<file path="src/rtl/id_stage_pipe.sv">
// Instruction-decode stage with registered ID/EX output, operand forwarding
// from NUM_FWD later stages, load-use stall and synchronous flush.
//
// state         | meaning
// out_valid = 0 | ID/EX register empty (or bubble), can accept an instruction
// out_valid = 1 | ID/EX register holds an instruction until EX takes it
module id_stage_pipe #(
  parameter int DATA_W   = 32,
  parameter int REG_AW   = 5,
  parameter int NUM_FWD  = 2,
  parameter int ALUOP_W  = 8,
  parameter int ALUSEL_W = 3
) (
  input  logic                        clk,
  input  logic                        rst,
  input  logic                        in_valid,
  output logic                        in_ready,
  input  logic [DATA_W-1:0]           pc_i,
  input  logic [31:0]                 inst_i,
  output logic                        reg1_re_o,
  output logic                        reg2_re_o,
  output logic [REG_AW-1:0]           reg1_addr_o,
  output logic [REG_AW-1:0]           reg2_addr_o,
  input  logic [DATA_W-1:0]           reg1_data_i,
  input  logic [DATA_W-1:0]           reg2_data_i,
  input  logic [NUM_FWD-1:0]          fwd_we,
  input  logic [NUM_FWD*REG_AW-1:0]   fwd_waddr,
  input  logic [NUM_FWD*DATA_W-1:0]   fwd_wdata,
  input  logic [NUM_FWD-1:0]          fwd_is_load,
  input  logic                        flush,
  output logic                        out_valid,
  input  logic                        out_ready,
  output logic [DATA_W-1:0]           pc_o,
  output logic [ALUOP_W-1:0]          aluop_o,
  output logic [ALUSEL_W-1:0]         alusel_o,
  output logic [DATA_W-1:0]           reg1_o,
  output logic [DATA_W-1:0]           reg2_o,
  output logic [REG_AW-1:0]           waddr_o,
  output logic                        we_o,
  output logic                        inst_invalid_o
);

  // Major opcodes and SPECIAL function codes
  localparam logic [5:0] OPC_SPECIAL = 6'b000000;
  localparam logic [5:0] OPC_ANDI    = 6'b001100;
  localparam logic [5:0] OPC_ORI     = 6'b001101;
  localparam logic [5:0] OPC_XORI    = 6'b001110;
  localparam logic [5:0] OPC_LUI     = 6'b001111;
  localparam logic [5:0] FN_SLL      = 6'b000000;
  localparam logic [5:0] FN_SRL      = 6'b000010;
  localparam logic [5:0] FN_SRA      = 6'b000011;
  localparam logic [5:0] FN_AND      = 6'b100100;
  localparam logic [5:0] FN_OR       = 6'b100101;
  localparam logic [5:0] FN_XOR      = 6'b100110;
  localparam logic [5:0] FN_NOR      = 6'b100111;

  // ALU sub-op and result-class codes (same values as defines.v)
  localparam logic [ALUOP_W-1:0]  EXE_OP_NOP    = ALUOP_W'(8'b0000_0000);
  localparam logic [ALUOP_W-1:0]  EXE_OP_AND    = ALUOP_W'(8'b0010_0100);
  localparam logic [ALUOP_W-1:0]  EXE_OP_OR     = ALUOP_W'(8'b0010_0101);
  localparam logic [ALUOP_W-1:0]  EXE_OP_XOR    = ALUOP_W'(8'b0010_0110);
  localparam logic [ALUOP_W-1:0]  EXE_OP_NOR    = ALUOP_W'(8'b0010_0111);
  localparam logic [ALUOP_W-1:0]  EXE_OP_SLL    = ALUOP_W'(8'b0111_1100);
  localparam logic [ALUOP_W-1:0]  EXE_OP_SRL    = ALUOP_W'(8'b0000_0010);
  localparam logic [ALUOP_W-1:0]  EXE_OP_SRA    = ALUOP_W'(8'b0000_0011);
  localparam logic [ALUSEL_W-1:0] EXE_RES_NOP   = ALUSEL_W'(3'b000);
  localparam logic [ALUSEL_W-1:0] EXE_RES_LOGIC = ALUSEL_W'(3'b001);
  localparam logic [ALUSEL_W-1:0] EXE_RES_SHIFT = ALUSEL_W'(3'b010);

  logic [5:0]  opc, fn;
  logic [4:0]  f_rs, f_rt, f_rd, f_sa;
  logic [15:0] imm16;

  assign opc   = inst_i[31:26];
  assign f_rs  = inst_i[25:21];
  assign f_rt  = inst_i[20:16];
  assign f_rd  = inst_i[15:11];
  assign f_sa  = inst_i[10:6];
  assign fn    = inst_i[5:0];
  assign imm16 = inst_i[15:0];

  logic [ALUOP_W-1:0]  d_aluop;
  logic [ALUSEL_W-1:0] d_alusel;
  logic [REG_AW-1:0]   d_waddr;
  logic                d_we, d_inv, use1, use2;
  logic [DATA_W-1:0]   imm1, imm2;

  // Instruction decode: control fields, which ports read, immediate operands
  always_comb begin
    d_aluop  = EXE_OP_NOP;
    d_alusel = EXE_RES_NOP;
    d_waddr  = '0;
    d_we     = 1'b0;
    d_inv    = 1'b1;
    use1     = 1'b0;
    use2     = 1'b0;
    imm1     = '0;
    imm2     = '0;
    case (opc)
      OPC_ORI, OPC_ANDI, OPC_XORI: begin
        d_aluop  = (opc == OPC_ORI)  ? EXE_OP_OR  :
                   (opc == OPC_ANDI) ? EXE_OP_AND : EXE_OP_XOR;
        d_alusel = EXE_RES_LOGIC;
        d_waddr  = REG_AW'(f_rt);
        d_we     = 1'b1;
        d_inv    = 1'b0;
        use1     = 1'b1;
        imm2     = DATA_W'(imm16);
      end
      OPC_LUI: begin
        // LUI executes as OR of (imm<<16) with zero
        d_aluop  = EXE_OP_OR;
        d_alusel = EXE_RES_LOGIC;
        d_waddr  = REG_AW'(f_rt);
        d_we     = 1'b1;
        d_inv    = 1'b0;
        imm1     = DATA_W'({imm16, 16'h0000});
      end
      OPC_SPECIAL: begin
        if (inst_i == 32'h0000_0000) begin
          d_inv = 1'b0;
        end else begin
          case (fn)
            FN_AND, FN_OR, FN_XOR, FN_NOR: begin
              if (f_sa == 5'd0) begin
                d_aluop  = (fn == FN_AND) ? EXE_OP_AND :
                           (fn == FN_OR)  ? EXE_OP_OR  :
                           (fn == FN_XOR) ? EXE_OP_XOR : EXE_OP_NOR;
                d_alusel = EXE_RES_LOGIC;
                d_waddr  = REG_AW'(f_rd);
                d_we     = 1'b1;
                d_inv    = 1'b0;
                use1     = 1'b1;
                use2     = 1'b1;
              end
            end
            FN_SLL, FN_SRL, FN_SRA: begin
              if (f_rs == 5'd0) begin
                d_aluop  = (fn == FN_SLL) ? EXE_OP_SLL :
                           (fn == FN_SRL) ? EXE_OP_SRL : EXE_OP_SRA;
                d_alusel = EXE_RES_SHIFT;
                d_waddr  = REG_AW'(f_rd);
                d_we     = 1'b1;
                d_inv    = 1'b0;
                use2     = 1'b1;
                imm1     = DATA_W'(f_sa);
              end
            end
            default: ;
          endcase
        end
      end
      default: ;
    endcase
  end

  assign reg1_addr_o = REG_AW'(f_rs);
  assign reg2_addr_o = REG_AW'(f_rt);
  assign reg1_re_o   = in_valid && use1;
  assign reg2_re_o   = in_valid && use2;

  logic [DATA_W-1:0] op1, op2;
  logic              busy1, busy2;

  // Operand resolution; descending scan so the youngest matching source wins
  always_comb begin
    op1   = reg1_data_i;
    op2   = reg2_data_i;
    busy1 = 1'b0;
    busy2 = 1'b0;
    for (int k = NUM_FWD - 1; k >= 0; k--) begin
      if (fwd_we[k] && (fwd_waddr[k*REG_AW +: REG_AW] == reg1_addr_o)) begin
        op1   = fwd_wdata[k*DATA_W +: DATA_W];
        busy1 = fwd_is_load[k];
      end
      if (fwd_we[k] && (fwd_waddr[k*REG_AW +: REG_AW] == reg2_addr_o)) begin
        op2   = fwd_wdata[k*DATA_W +: DATA_W];
        busy2 = fwd_is_load[k];
      end
    end
    if (reg1_addr_o == '0) begin
      op1   = '0;
      busy1 = 1'b0;
    end
    if (reg2_addr_o == '0) begin
      op2   = '0;
      busy2 = 1'b0;
    end
    if (!use1) begin
      op1   = imm1;
      busy1 = 1'b0;
    end
    if (!use2) begin
      op2   = imm2;
      busy2 = 1'b0;
    end
  end

  logic stall, advance, load_en;

  assign stall    = in_valid && (busy1 || busy2);
  assign advance  = !out_valid || out_ready;
  assign in_ready = advance && !stall && !flush;
  assign load_en  = in_valid && in_ready;

  // ID/EX register: valid flag follows handshake; payload only on accept
  always_ff @(posedge clk or negedge rst) begin
    if (!rst) begin
      out_valid      <= 1'b0;
      pc_o           <= '0;
      aluop_o        <= EXE_OP_NOP;
      alusel_o       <= EXE_RES_NOP;
      reg1_o         <= '0;
      reg2_o         <= '0;
      waddr_o        <= '0;
      we_o           <= 1'b0;
      inst_invalid_o <= 1'b0;
    end else begin
      if (flush) begin
        out_valid <= 1'b0;
      end else if (advance) begin
        out_valid <= load_en;
      end
      if (load_en) begin
        pc_o           <= pc_i;
        aluop_o        <= d_aluop;
        alusel_o       <= d_alusel;
        reg1_o         <= op1;
        reg2_o         <= op2;
        waddr_o        <= d_waddr;
        we_o           <= d_we;
        inst_invalid_o <= d_inv;
      end
    end
  end

endmodule

</file>
<file path="config.mk">
export PLATFORM = sky130hd
export DESIGN_NAME = id_stage_pipe
export DESIGN_NICKNAME = d
export VERILOG_FILES = /design/src/rtl/id_stage_pipe.sv
export SDC_FILE = /design/constraint.sdc
export NUM_CORES = 1
export LEC_CHECK = 0
export ABC_CLOCK_PERIOD_IN_PS = 2500
export BUFFER_PORTS_ARGS = -buffer_cell sky130_fd_sc_hd__buf_2
export CAP_MARGIN = 20
export CORE_AREA = 2 2 133 135
export CTS_BUF_LIST = sky130_fd_sc_hd__clkbuf_8
export DETAILED_ROUTE_END_ITERATION = 16
export DIE_AREA = 0 0 135 137
export PLACE_DENSITY = 0.81
export SKIP_LAST_GASP = 1
export SYNTH_ARGS = -nofsm -noshare
export SYNTH_HDL_FRONTEND = slang
export SYNTH_SLANG_ARGS = --single-unit
</file>
<file path="constraint.sdc">
create_clock -name clk -period 2.5 [get_ports clk]
set_input_delay 0.25 -clock clk [delete_from_list [all_inputs] [get_ports clk]]
set_output_delay 0.25 -clock clk [all_outputs]
set_load 0.005 [all_outputs]
</file>
### Yosys cells after proc, flatten, opt, wreduce, memory -nomap -nowiden

Index checks and enable logic that the tools add are counted.

* register bits: 115
* input bits: 211
* memories kept: 0
* bits in read-only memories: 0
* output and inout bits: 128
* bits in latches: 0
* memory bits (writable): 0
* logic and storage cells: 108

* order comparisons: 0
* eq/ne operators: 14
* shift-type cells: 0
* bitwise logic cells: 0
* reductions and logical operators: 26
* divide/modulo/power cells: 0
* $mul: 0
* add/sub/neg operators: 0
* muxes and demuxes: 59

Operators by type and width (count)
* 32-bit two-way mux: 8
* 32-bit one-hot mux with 2 select lines: 1
* 32-bit logical NOT: 1
* 5-bit two-way mux: 6
* 6-bit by 4-bit == test with 1-bit output, second input constant: 4
* 6-bit == test, second input constant: 4
* 1-bit two-way mux: 22
* 7-bit two-way mux: 3
* 7-bit one-hot mux with 3 select lines: 1
* 5-bit == test: 4
* 5-bit one-hot mux with 2 select lines: 2
* 16-bit two-way mux: 1
* 5-bit logical NOT: 3
* 7-bit one-hot mux with 2 select lines: 1
* 6-bit by 2-bit == test with 1-bit output, second input constant: 2
* 6-bit logical NOT: 2
* 2-bit two-way mux: 6
* 1-bit logical AND: 10
* 1-bit one-hot mux with 2 select lines: 5
* 2-bit one-hot mux with 2 select lines: 2
* 4-bit OR reduction: 2
* 6-bit two-way mux: 1
* 3-bit OR reduction: 2
* 1-bit logical NOT: 3
* 2 further kinds: 3

### Longest topological paths before layout

Gate-level depths: netlist of the first run.

* word-level depth: 14
* mapped depth: 10
* gate-level depth less buffers: 6

### Worst setup path before layout of the first run

Ideal clock, no wire load.

* path type: input-to-reg
* from: input inst_i[7]
* to: register aluop_o[1]
* required time: 2372 ps
* path slack: -4 ps
* cell stages on the path: 9
* arrival time: 2377 ps
* setup time: 128 ps
* path buffers: 3
* path through: or4_4 nor3_4 a21oi_2 or2_1 buf_2 o211a_1 buf_6 buf_6 mux2_1

* cells in the longest elaborated chain, start to end: 12
* elaborated cells on any way between the ends: 21
* those cells by class: 13 x mux; 8 x reduce/logical

Ends and longest elaborated chain
* start: declaration: RTL line 19 `input logic [31:0] inst_i,`
* 5-bit logical NOT: RTL line 125 `if (f_sa == 5'd0) begin`
* 1-bit two-way mux: RTL line 125
* 1-bit two-way mux or 1-bit one-hot mux with 2 select lines (tied branches): RTL line 123 `case (fn)`
* 1-bit two-way mux: RTL line 120 `if (inst_i == 32'h0000_0000) begin`
* 1-bit one-hot mux with 2 select lines or 1-bit two-way mux (tied branches): RTL line 99 `case (opc)`
* 1-bit two-way mux, on equally long branches: RTL line 189, 193
* 1-bit logical OR: RTL line 201 `assign stall = in_valid && (busy1 || busy2);`
* 1-bit logical AND: RTL line 201
* 1-bit logical NOT: RTL line 203 `assign in_ready = advance && !stall && !flush;`
* 1-bit logical AND (2 in a row): RTL line 203
* 1-bit logical AND: RTL line 204 `assign load_en = in_valid && in_ready;`
* end signal: assignment: RTL line 226 `aluop_o <= d_aluop;`
* end: declaration: RTL line 34 `output logic [ALUOP_W-1:0] aluop_o,`

Parallel ways exist; a longest one is shown, timed or not.
A chain may end at the register's enable or synchronous reset.

### Worst setup path in the final report of the first run

* from: input inst_i[3]
* to: output in_ready

* cells in the longest elaborated chain, start to end: 11
* elaborated cells on any way between the ends: 23
* those cells by class: 6 x eq/ne; 8 x mux; 9 x reduce/logical

Ends and longest elaborated chain
* 6-bit == test, or another cell as far along: RTL line 123
* 4-bit OR reduction or 3-bit OR reduction (tied branches): RTL line 123
* 1-bit two-way mux or 1-bit one-hot mux with 2 select lines (tied branches): RTL line 123
* 1-bit two-way mux: RTL line 120
* 1-bit one-hot mux with 2 select lines or 1-bit two-way mux (tied branches): RTL line 99
* 1-bit two-way mux, on equally long branches: RTL line 189, 193
* 1-bit logical OR (*): RTL line 201
* 1-bit logical AND (*): RTL line 201
* 1-bit logical NOT (*): RTL line 203
* 1-bit logical AND (*) (2 in a row): RTL line 203
* end: declaration: RTL line 17 `output logic in_ready,`

Mark *: on every way between the ends. The rest lies on a longest branch, timed or not.

==> summary.md, run 1 <==
| Metric | Value |
|---|---|
| R2r worst-path depth | 7 |
| Crit path buf inv count | 3 |
| Synth Area per Inst | ~10 um^2 |
| RD Place Congestion | roughly 0.9 |
| Number of global-route vias before repair | roughly 6.6k |
| Met1 Wirelength | 10200 um |
| Final Non-Filler Cells | about 1.2k |
| Via count | between 6k and 7k |
| Deepest clock path buffer count | 2 |
| Root buffer cell | clkbuf_8 |
| Placed cell areas | between 8000 and 9000 um^2 |
| Global-route wire length before repair | roughly 38000 um |
| Status | complete, no violations |
| Clock skew | about 10 ps |
| Fmax | ~400 MHz |
| Pre-antenna DRT Iters | 5 |
| Max H-tree Level | 3 |
| Final hold viol count | 0 |
| Synth cell count leaders | dfrtp_1, mux2_1, mux2i_1 |
| Die Width | ~140 um |
| Placed instance count | 1191 |
| Synth warn | 0 |
| Vias per cell | 5.40 |
| Post-Route WL | around 25000 um |
| Leak Pwr | ~4.5 nW |
| Post-synthesis sequential area ratio | 0.411 |
| Number of synthesized flops with an enable pin | 0 |
| Final worst path period need | approximately 2400 ps |
| Top-count cell post-synth | dfrtp_1 |
| Top sig layer | met5 |
| Layout cells sized above 1 | 0.424 |
| Crit-path max FO | 8 |
| Flop2flop setup slack | approximately 640 ps |
| Top FF cell, synth | dfrtp_1 |
| Initial antenna violation count | 8 |
| Critical path arrival | approximately 2200 ps |
| Iteration-0 DRC Markers | 300 |
| Slew Limit Fails | 0 |
| Max-slew headroom | 0.339 |
| Fin crit share | 0.974 |
| I/O pins | between 300 and 400 |
| Setup CP Type | input port to primary output |
| Ys async rst share | 1.00 |
| WHS | between 60 and 70 ps |
| Clock-pin slew on the worst setup and hold paths | approximately 110 ps |
| Worst EP required | roughly 2300 ps |
| Area contributors post-synth | dfrtp_1, mux2_1, mux2i_1 |
| Final setup viols | 0 |
| Reg-to-Reg Start | out_valid |
| Fin nets | between 1k and 1.5k |
| DR WL/cell | about 21 um |
| # Post-CTS Setup Buffers | 0 |
| Hold Path End | out_valid |
| Largest net degree at the start of global routing | between 70 and 80 |
| Worst-Skew Late Latency | between 300 and 400 ps |
| Post-route cell area | approximately 9000 um^2 |
| Total power | between 4 and 5 mW |
| Core area | 17100 um^2 |
| CTS tree | built |
| Critical-path cell list | buf_2, or4bb_1, nor3_4, a21oi_4, or2_1, buf_4, o21ai_1, a21boi_0, buf_2 |
| Worst hold start | flush |
| Yosys cell types | 54 |
| PD cells | 459 nW/um^2 |
| Post-route DRC | 0 |
| Area of the die | 18500 um^2 |
| Met2 Wirelength | about 12000 um |
| Max-Cap Viols | 0 |
| Num CTS Buffers | 9 |
| RSZ-0062 raised after global routing | true |
| Mapped Area | approximately 6700 um^2 |
| Synthesized flop and latch total | 110 |
| Buffers added on ports | between 300 and 400 |
| Most frequent CP cell | buf_2 |
| Row count | 48 |
| Critical Path Max Stage Delay | slightly below 600 ps |
| Grt total ovfl | 0 |
| Slowest CP cell | or4bb_1 |
| Die Ht | between 100 and 150 um |
| Final ANT Viol Nets | 0 |
| Crit path launch type | input port |
| Area grow syn2layout | 34.1% |
| Detail Placement HPWL | between 15000 and 20000 um |
| FILL cells | ~1.6k |
| Worst Tran Pin Value | approximately 980 ps |
| Clk sinks | between 100 and 150 |
| Yosys top cell by area | dfrtp_1 |
| Crit path capture type | primary output |
| Min-Delay Path Depth | 2 |
| Starting density of the core | 0.393 |
| Cell count after synthesis | 654 |
| CP top delay family | simple AND/OR/NAND/NOR gates |
| R2R Path End | pc_o[24] |
| Synth top area share | 0.411 |
| Final design utilization | 0.527 |
| Maximum VDD drop | about 0.26 mV |
| Hold Path Class | input port to flop |
| Total GRT Usage | 0.270 |
| Routed length on met3 | approximately 2300 um |
==> cell type report <==
cell class | instances | area [um^2] | share of cell area
Tap cell | 225 | 282 | 0.0313
Clock buffer | 10 | 138 | 0.0153
Inverter | 47 | 176 | 0.0196
Timing Repair Buffer | 372 | 2060 | 0.229
Multi-Input combinational cell | 438 | 3460 | 0.385
Clock inverter | 6 | 110 | 0.0122
Sequential cell | 110 | 2750 | 0.306
Antenna cell | 6 | 15.0 | 0.00167
==> metrics by stage <==
step	setup TNS (ps)	worst slack, ps
after floorplan	0	8.20
after global placement	-771	-40.2
after detailed placement	-1220	-54.4
after CTS	0	54.1
after global routing	-6.72	-6.72
final	0	65.2
==> cell usage in the layout, fill, tap and decap left out, types with 2 or more instances in the layout <==
cell       synthesis  final
conb_1             1      2
buf_12             0      8
buf_2              1    335
a21oi_1           40     40
or4_1              2      2
a22oi_1           11     11
xor2_1             7      7
and3_1             4      3
o21ai_1            1      2
and4_1             3      3
a221oi_1           5      5
nand2_1           43     43
mux2i_1           70     70
nand2b_1           2      2
dfrtp_1          110    110
nor3_1             4      3
a22o_1            11     11
buf_4             15     28
diode_2            0      6
nor2_1            16     15
clkbuf_8           0     10
o31ai_1            5      5
mux2_1            71     71
a32oi_1           11     11
and2_1             8      8
or2_2              2      2
nor4_1             3      2
bufinv_16          0      3
xnor2_1           13     13
mux2_2            16     16
or2_1              1      2
nor2b_1            3      2
nand4_1            3      3
inv_1             47     48
o41ai_1           16     16
o21ai_0           45     44
==> repair_timing <==
action	in CTS	in global routing
resized for setup	0	3
setup endpoints to repair	0	2
endpoints found under the hold margin	39	0
hold buffers	1	0
==> routing by layer <==
layer / GRT usage / vias up
met4: 0.0943 / 4
met1: 0.339 / 3170
met2: 0.445 / 323
met3: 0.0770 / 48
met5: 0 / -
li1: - / 3006
==> worst max path at each step <==
stage	from	end	slack, ps	depth (start not counted)
CTS	inst_i[7]	in_ready	50	9
floorplan	inst_i[7]	aluop_o[1]	8	9
global route	inst_i[3]	in_ready	-7	9
global placement	inst_i[21]	reg2_o[12]	-40	8
finish	inst_i[3]	in_ready	70	9
detailed placement	inst_i[7]	reg1_o[15]	-50	8
==> report_power, final <==
group,leakage (nW),internal [mW],switching [mW],total (mW)
clock,0.124,0.692,0.667,1.36
sequential,1.45,1.90,0.0578,1.96
combinational,2.96,0.402,0.411,0.813
total,4.54,2.99,1.13,4.13
==> sequential cells by signal, indices dropped and copies added, names as in the netlist <==
name	flops
out_valid	1
inst_invalid_o	1
alusel_o	2
reg1_o	32
pc_o	32
waddr_o	5
aluop_o	4
we_o	1
reg2_o	32
==> logic make-up after synthesis <==
kind of cell,after synthesis,synth area share
AO/OA/AOI/OAI,157,0.154
buffers and inverters,107,0.0808
other,1,0.000559
XOR/XNOR,20,0.0261
multiplexers,157,0.251
flip-flops,110,0.411
AND/OR/NAND/NOR,102,0.0776
==> worst reg2reg max path, cell delays in order, from the launching register on <==
cell and delay (ps):
dfrtp_1 400, nand2b_1 90, nor2b_1 190, nand2_1 80, inv_1 120, o211a_4 210
buf_12 250, mux2_1 410
No activity file was read; power rests on OpenSTA's default activity.
==> run 2, diff against run 1 <==
RECOVER_POWER = 25   (was unset)
TNS_END_PERCENT = 20   (was unset)
==> run 2 against run 1 <==
Flip-flop and latch count unchanged. Count of clock-buffer cells in the layout unchanged. Via count up 0.20%. Global-route usage unchanged. Routed wire length up 0.49%. Worst hold slack about the same. Clock power about the same. Clock skew up 1.4 ps. Sequential power about the same. Combinational power down 1%.
==> summary.md, run 2 (synthesis gave the netlist of run 1 again) <==
| Metric | Value |
|---|---|
| Status | complete, no violations |
| Commonest non-fill, non-tap cells in the layout | buf_2, dfrtp_1, mux2_1, mux2i_1, inv_1 |
| Largest net degree at the start of global routing | 72 (unchanged) |
| Worst Tran Pin Value | 1150 ps (+161 ps) |
| Area of the die | 18500 um^2 (unchanged) |
| Core area | 17100 um^2 (unchanged) |
| Crit path launch type | input port |
| Comb pwr share | 0.195 (-0.002) |
| Vias per cell | 5.41 (+0.28%) |
| Post-Place Setup Slack | -54.4 ps (unchanged) |
| Max-slew headroom | 0.236 (-0.103) |
| Fmax | 411 MHz (about the same) |
| Clock-pin slew on the worst setup and hold paths | 110 ps (about the same) |
| Maximum VDD drop | 0.256 mV (about the same) |
| Final ANT Viol Nets | 0 (unchanged) |
| Number of global-route vias before repair | 6576 (unchanged) |
| WHS | 66.9 ps (-0.207 ps) |
| Clk sinks | 110 (unchanged) |
| Fin crit share | 0.974 (about the same) |
| Clock Power Share | 0.329 (about the same) |
| Grt total ovfl | 0 (unchanged) |
| Hold Path End | out_valid |
| Setup CP Type | input port to primary output |
| Reg-to-Reg Start | out_valid |
| Most frequent CP cell | buf_2 |
| Fin nets | 1189 (unchanged) |
| Storage element area | 2750 um^2 (unchanged) |
| Leak Pwr | 4.45 nW (-1.8%) |
| Critical path arrival | 2180 ps (about the same) |
| Buffers added on ports | 336 (unchanged) |
| Iteration-0 DRC Markers | 359 (+20%) |
| Max-Cap Viols | 0 (unchanged) |
| Min-Delay Path Depth | 2 (unchanged) |
| Starting density of the core | 0.393 (unchanged) |
| Clock skew | 11.6 ps (+1.41 ps) |
| Critical-path cell list | buf_2, or4bb_1, nor3_4, a21oi_4, or2_1, buf_4, o21ai_1, a21boi_0, buf_2 |
| Area grow syn2layout | 33.5% |
| Cell Int Power | 2.98 mW (-0.31%) |
| Post-route setup TNS | 0 ps (unchanged) |
| Detail Placement HPWL | 19700 um (unchanged) |
| Global-route wire length before repair | 37600 um (unchanged) |
| Switch Pwr | 1.13 mW (-0.37%) |
| Crit path capture type | primary output |
| CTS tree | built |
| Flop2flop setup slack | 650 ps (about the same) |
| Worst-Skew Late Latency | 390 ps (about the same) |
| FILL cells | 1573 (+0.96%) |
| Via count | 6564 (+0.20%) |
| Commonest non-fill, non-tap cell in the layout | buf_2 |
| Slowest CP cell | or4bb_1 |
| Root buffer cell | clkbuf_8 |
| Pre-antenna DRT Iters | 5 (unchanged) |
| Die Width | 135 um (unchanged) |
| Row count | 48 (unchanged) |
| Final hold viol count | 0 (unchanged) |
| Post-route DRC | 0 (unchanged) |
| Max H-tree Level | 3 (unchanged) |
| Post-Route WL | 25400 um (+0.49%) |
| RSZ-0062 raised after global routing | true |
| I/O pins | 339 (unchanged) |
| Total power | 4.11 mW (-0.33%) |
| Final setup viols | 0 (unchanged) |
| Slew Limit Fails | 0 (unchanged) |
| Crit-path max FO | 8 (unchanged) |
| Sw Share | 0.275 (about the same) |
| Deepest clock path buffer count | 2 (unchanged) |
| DR WL/cell | 20.9 um (+0.58%) |
| Die Ht | 137 um (unchanged) |
| RD Place Congestion | 0.882 (unchanged) |
| Layout cells sized above 1 | 0.400 (-0.0244) |
| Final design utilization | 0.525 (-0.00235) |
| R2R Path End | pc_o[24] |
| Worst EP required | 2250 ps (about the same) |
| Sequential fraction of design power | 0.476 (+0.002) |
| Initial antenna violation count | 8 (unchanged) |
| Final worst path period need | 2430 ps (-0.837 ps) |
| Total GRT Usage | 0.270 (unchanged) |
| Top Registers | pc_o (32), reg1_o (32), reg2_o (32) |
| Hold Path Class | input port to flop |
| R2r worst-path depth | 7 (unchanged) |
| Worst hold start | flush |
| # Post-CTS Setup Buffers | 0 (unchanged) |
| Num CTS Buffers | 9 (unchanged) |
| PD cells | 460 nW/um^2 (+0.12%) |
| Area of the multi-input gates | 3460 um^2 (unchanged) |
| Critical Path Max Stage Delay | 580 ps (about the same) |
| Final worst setup slack | 66.1 ps (+0.837 ps) |
run 2: cell types whose count changed in the layout (fill, tap and decap cells not counted):
cell and delta:
clkbuf_2 +1, buf_4 -3, buf_2 -22, diode_2 -1, clkbuf_1 +24
run 2: worst max-delay path by stage:
| stage | from | to | slack (ps) | depth (start not counted) |
|---|---|---|---|---|
| after global placement | inst_i[21] | reg2_o[12] | -40 | 8 |
| after detailed placement | inst_i[7] | reg1_o[15] | -50 | 8 |
| after floorplan | inst_i[7] | aluop_o[1] | 8 | 9 |
| after global routing | inst_i[3] | in_ready | -7 | 9 |
| after CTS | inst_i[7] | in_ready | 50 | 9 |
| final | inst_i[3] | in_ready | 70 | 9 |
run 2: metal layers:
layer / GRT usage / up-vias / share of wire
met3: 0.0770 / 60 / 0.097
met2: 0.445 / 325 / 0.48
met1: 0.339 / 3165 / 0.40
li1: - / 3010 / -
met5: 0 / - / 0.0012
met4: 0.0943 / 4 / 0.024
run 2: what timing repair did:
| item | 4_1_cts | 5_1_grt |
|---|---|---|
| hold buffers | 1 | 0 |
| hold endpoints to repair | 39 | 0 |
| setup endpoints to repair | 0 | 2 |
| gates resized for setup | 0 | 3 |
run 2: worst max-delay path, delay by kind of cell:
family / cells / cell delay (ps)
AOI/OAI and AO/OA: 3 / 340
and+or+nand+nor: 3 / 1130
buffers and inverters: 3 / 450
run 2: final cells by class:
cell class,instances,share of cell area
Antenna cell,5,0.00140
Inverter,47,0.0197
Multi-Input combinational cell,438,0.387
Timing Repair Buffer,372,0.226
Clock inverter,6,0.0123
Sequential cell,110,0.307
Tap cell,225,0.0314
Clock buffer,10,0.0154
run 2: stage by stage:
step,cell area (um^2),std cells
6_report,8950,1213
2_1_floorplan,6730,655
3_3_place_gp,8710,1191
5_1_grt,8950,1212
3_5_place_dp,8710,1191
4_1_cts,8970,1208
run 2: power groups by stage:
stage	clock network, mW	logic (mW)	registers, mW
floorplan	0	0.324	2.00
global placement	0	0.794	1.98
detailed placement	0	0.814	1.99
CTS	1.39	0.818	1.96
global route	1.45	0.878	1.97
finish	1.35	0.804	1.96
==> run 3, diff against run 2 <==
REMOVE_ABC_BUFFERS = 1   (was unset)
==> run 3 against run 2 <==
Utilization increased by 0.35 points. Sequential power is essentially flat. Power decreased by 4.0%. Worst setup slack got worse by 1.8 ps. Cell count up 0.99%. Largest power group unchanged. First-iteration DRC count down 30%. Worst hold slack got worse by 20 ps.
==> summary.md, run 3 (synthesis gave the netlist of run 1 again) <==
| Metric | Value |
|---|---|
| Max-Cap Viols | 0 (unchanged) |
| Deepest clock path buffer count | 2 (unchanged) |
| Worst-Skew Late Latency | 400 ps (about the same) |
| Area grow syn2layout | 34.4% |
| Slowest CP cell | or4bb_1 |
| CTS tree | built |
| Fin nets | 1204 (+1.3%) |
| Maximum VDD drop | 0.281 mV (+10%) |
| Layout cells sized above 1 | 0.422 (+0.0220) |
| Critical-path cell list | buf_2, or4bb_1, nor3_4, a21oi_2, or2_1, buf_4, o21ai_1, a21boi_0, buf_2 |
| Critical Path Max Stage Delay | 560 ps (-20 ps) |
| Switch Pwr | 1.15 mW (+1.3%) |
| Final setup viols | 0 (unchanged) |
| Crit path capture type | primary output |
| Sequential fraction of design power | 0.496 (+0.020) |
| Buffers added on ports | 336 (unchanged) |
| Grt total ovfl | 0 (unchanged) |
| Commonest non-fill, non-tap cell in the layout | buf_2 |
| Placed instance count | 1205 (+1.2%) |
| Slew Limit Fails | 0 (unchanged) |
| Post-route cell area | 9010 um^2 (+0.67%) |
| Final design utilization | 0.528 (+0.00352) |
| Crit path launch type | input port |
| PD cells | 438 nW/um^2 (-4.7%) |
| Largest net degree at the start of global routing | 56 (-22%) |
| Final ANT Viol Nets | 0 (unchanged) |
| RD Place Congestion | 0.888 (+0.71%) |
| DR WL/cell | 19.9 um (-4.9%) |
| Clock-pin slew on the worst setup and hold paths | 120 ps (about the same) |
| Post-Route WL | 24400 um (-4.0%) |
| Die Ht | 137 um (unchanged) |
| FILL cells | 1548 (-1.6%) |
| Top Registers | pc_o (32), reg1_o (32), reg2_o (32) |
| Cell Int Power | 2.80 mW (-6.1%) |
| Row count | 48 (unchanged) |
| Number of global-route vias before repair | 6596 (+0.30%) |
| Final worst path period need | 2440 ps (+1.78 ps) |
| Clk sinks | 110 (unchanged) |
| Via count | 6467 (-1.5%) |
| Root buffer cell | clkbuf_8 |
| Status | complete, no violations |
| Placed cell areas | 8800 um^2 (+0.98%) |
| Critical path arrival | 2190 ps (about the same) |
| Clock skew | 17.7 ps (+6.04 ps) |
| Worst Tran Pin Value | 1490 ps (+349 ps) |
| Iteration-0 DRC Markers | 251 (-30%) |
| Core area | 17100 um^2 (unchanged) |
| Detail Placement HPWL | 19100 um (-3.2%) |
| I/O pins | 339 (unchanged) |
| Setup CP Type | input port to primary output |
| Commonest non-fill, non-tap cells in the layout | buf_2, dfrtp_1, mux2_1, mux2i_1, inv_1 |
| Leak Pwr | 4.56 nW (+2.3%) |
| Worst EP required | 2250 ps (about the same) |
| Starting density of the core | 0.393 (unchanged) |
| Crit-path max FO | 8 (unchanged) |
| Max-slew headroom | 0.00353 (-0.233) |
| Global-route wire length before repair | 35900 um (-4.4%) |
| Final worst setup slack | 64.3 ps (-1.78 ps) |
| Fin crit share | 0.974 (about the same) |
| Clock Power Share | 0.296 (-0.033) |
| Total GRT Usage | 0.258 (-0.0116) |
| Area of the die | 18500 um^2 (unchanged) |
| CP top delay family | simple AND/OR/NAND/NOR gates |
| Die Width | 135 um (unchanged) |
| Post-Place Setup Slack | -153 ps (-98.8 ps) |
| Pre-antenna DRT Iters | 4 (-1) |
| Fmax | 411 MHz (about the same) |
| Hold Path Class | input port to flop |
| Initial antenna violation count | 2 (-6) |
| Sw Share | 0.290 (+0.0152) |
| Vias per cell | 5.28 (-2.4%) |
| Final hold viol count | 0 (unchanged) |
| Num CTS Buffers | 9 (unchanged) |
| Post-route DRC | 0 (unchanged) |
| Crit path buf inv count | 3 (unchanged) |
| Max H-tree Level | 3 (unchanged) |
| Final Non-Filler Cells | 1225 (+0.99%) |
| Comb pwr share | 0.208 (+0.013) |
| Most frequent CP cell | buf_2 |
## run 3: changes by cell type in the layout (fill, tap and decap cells not counted), sizes merged
| cell | previous run | this run |
|---|---|---|
| clkbuf | 35 | 20 |
| inv | 48 | 50 |
| diode | 5 | 2 |
| buf | 346 | 376 |
| bufinv | 3 | 1 |
## run 3: repair_timing
action | in CTS | in global routing
endpoints found under the setup margin | 1 | 1
endpoints found under the hold margin | 24 | 0
setup buffers | 0 | 1
gates resized for setup | 1 | 1
pin swaps | 0 | 1
hold buffers | 1 | 0
## run 3: per-layer routing
layer	up-vias	track usage	routed length, um
met3	52	0.0370	1520
li1	3019	-	-
met4	0	0.116	849
met1	3085	0.309	9680
met5	-	0	0
met2	311	0.461	12300
## run 3: layout make-up
cell class / count / area, um^2 / area share
multi-input cells: 438 / 3450 / 0.383
flip-flops and latches: 110 / 2750 / 0.305
repair buffers: 387 / 2140 / 0.237
well taps: 225 / 282 / 0.0312
inverters: 47 / 176 / 0.0196
clock buffers: 10 / 138 / 0.0153
clock inverters: 6 / 67.6 / 0.00750
diodes: 2 / 5.00 / 0.000555
## run 3: metrics by stage
step	hold WS, ps	total power [mW]	TNS (ps)
2_1_floorplan	-45.6	2.29	-277740
3_3_place_gp	185	2.79	-6290
3_5_place_dp	186	2.82	-11020
4_1_cts	36.4	3.99	0
5_1_grt	52.9	4.13	-10.4
6_report	47.4	3.95	0
## run 3: worst paths after layout
kind	startpoint	to	slack, ps	depth (start not counted)
max reg2reg	out_valid	pc_o[4]	670	7
max in group asynchronous	rst	reg1_o[22]	540	3
max	inst_i[5]	in_ready	60	9
min reg2reg	pc_o[2]	pc_o[2]	490	1
min	flush	out_valid	50	2
min in group asynchronous	rst	reg2_o[26]	740	2
## run 3: power groups by stage
stage	combinational [mW]	sequential (mW)	clock [mW]
after detailed placement	0.826	1.99	0
after global placement	0.804	1.99	0
after floorplan	0.289	2.00	0
after CTS	0.830	1.96	1.20
after global routing	0.893	1.98	1.26
final	0.819	1.96	1.17
## run 3: worst reg2reg max path: stages, from the launching register on
cell and delay, ps:
dfrtp_1 400, nand2b_1 90, nor2b_1 160, nand2_1 80, inv_1 130, o211a_4 240, buf_12 240, mux2_1 380
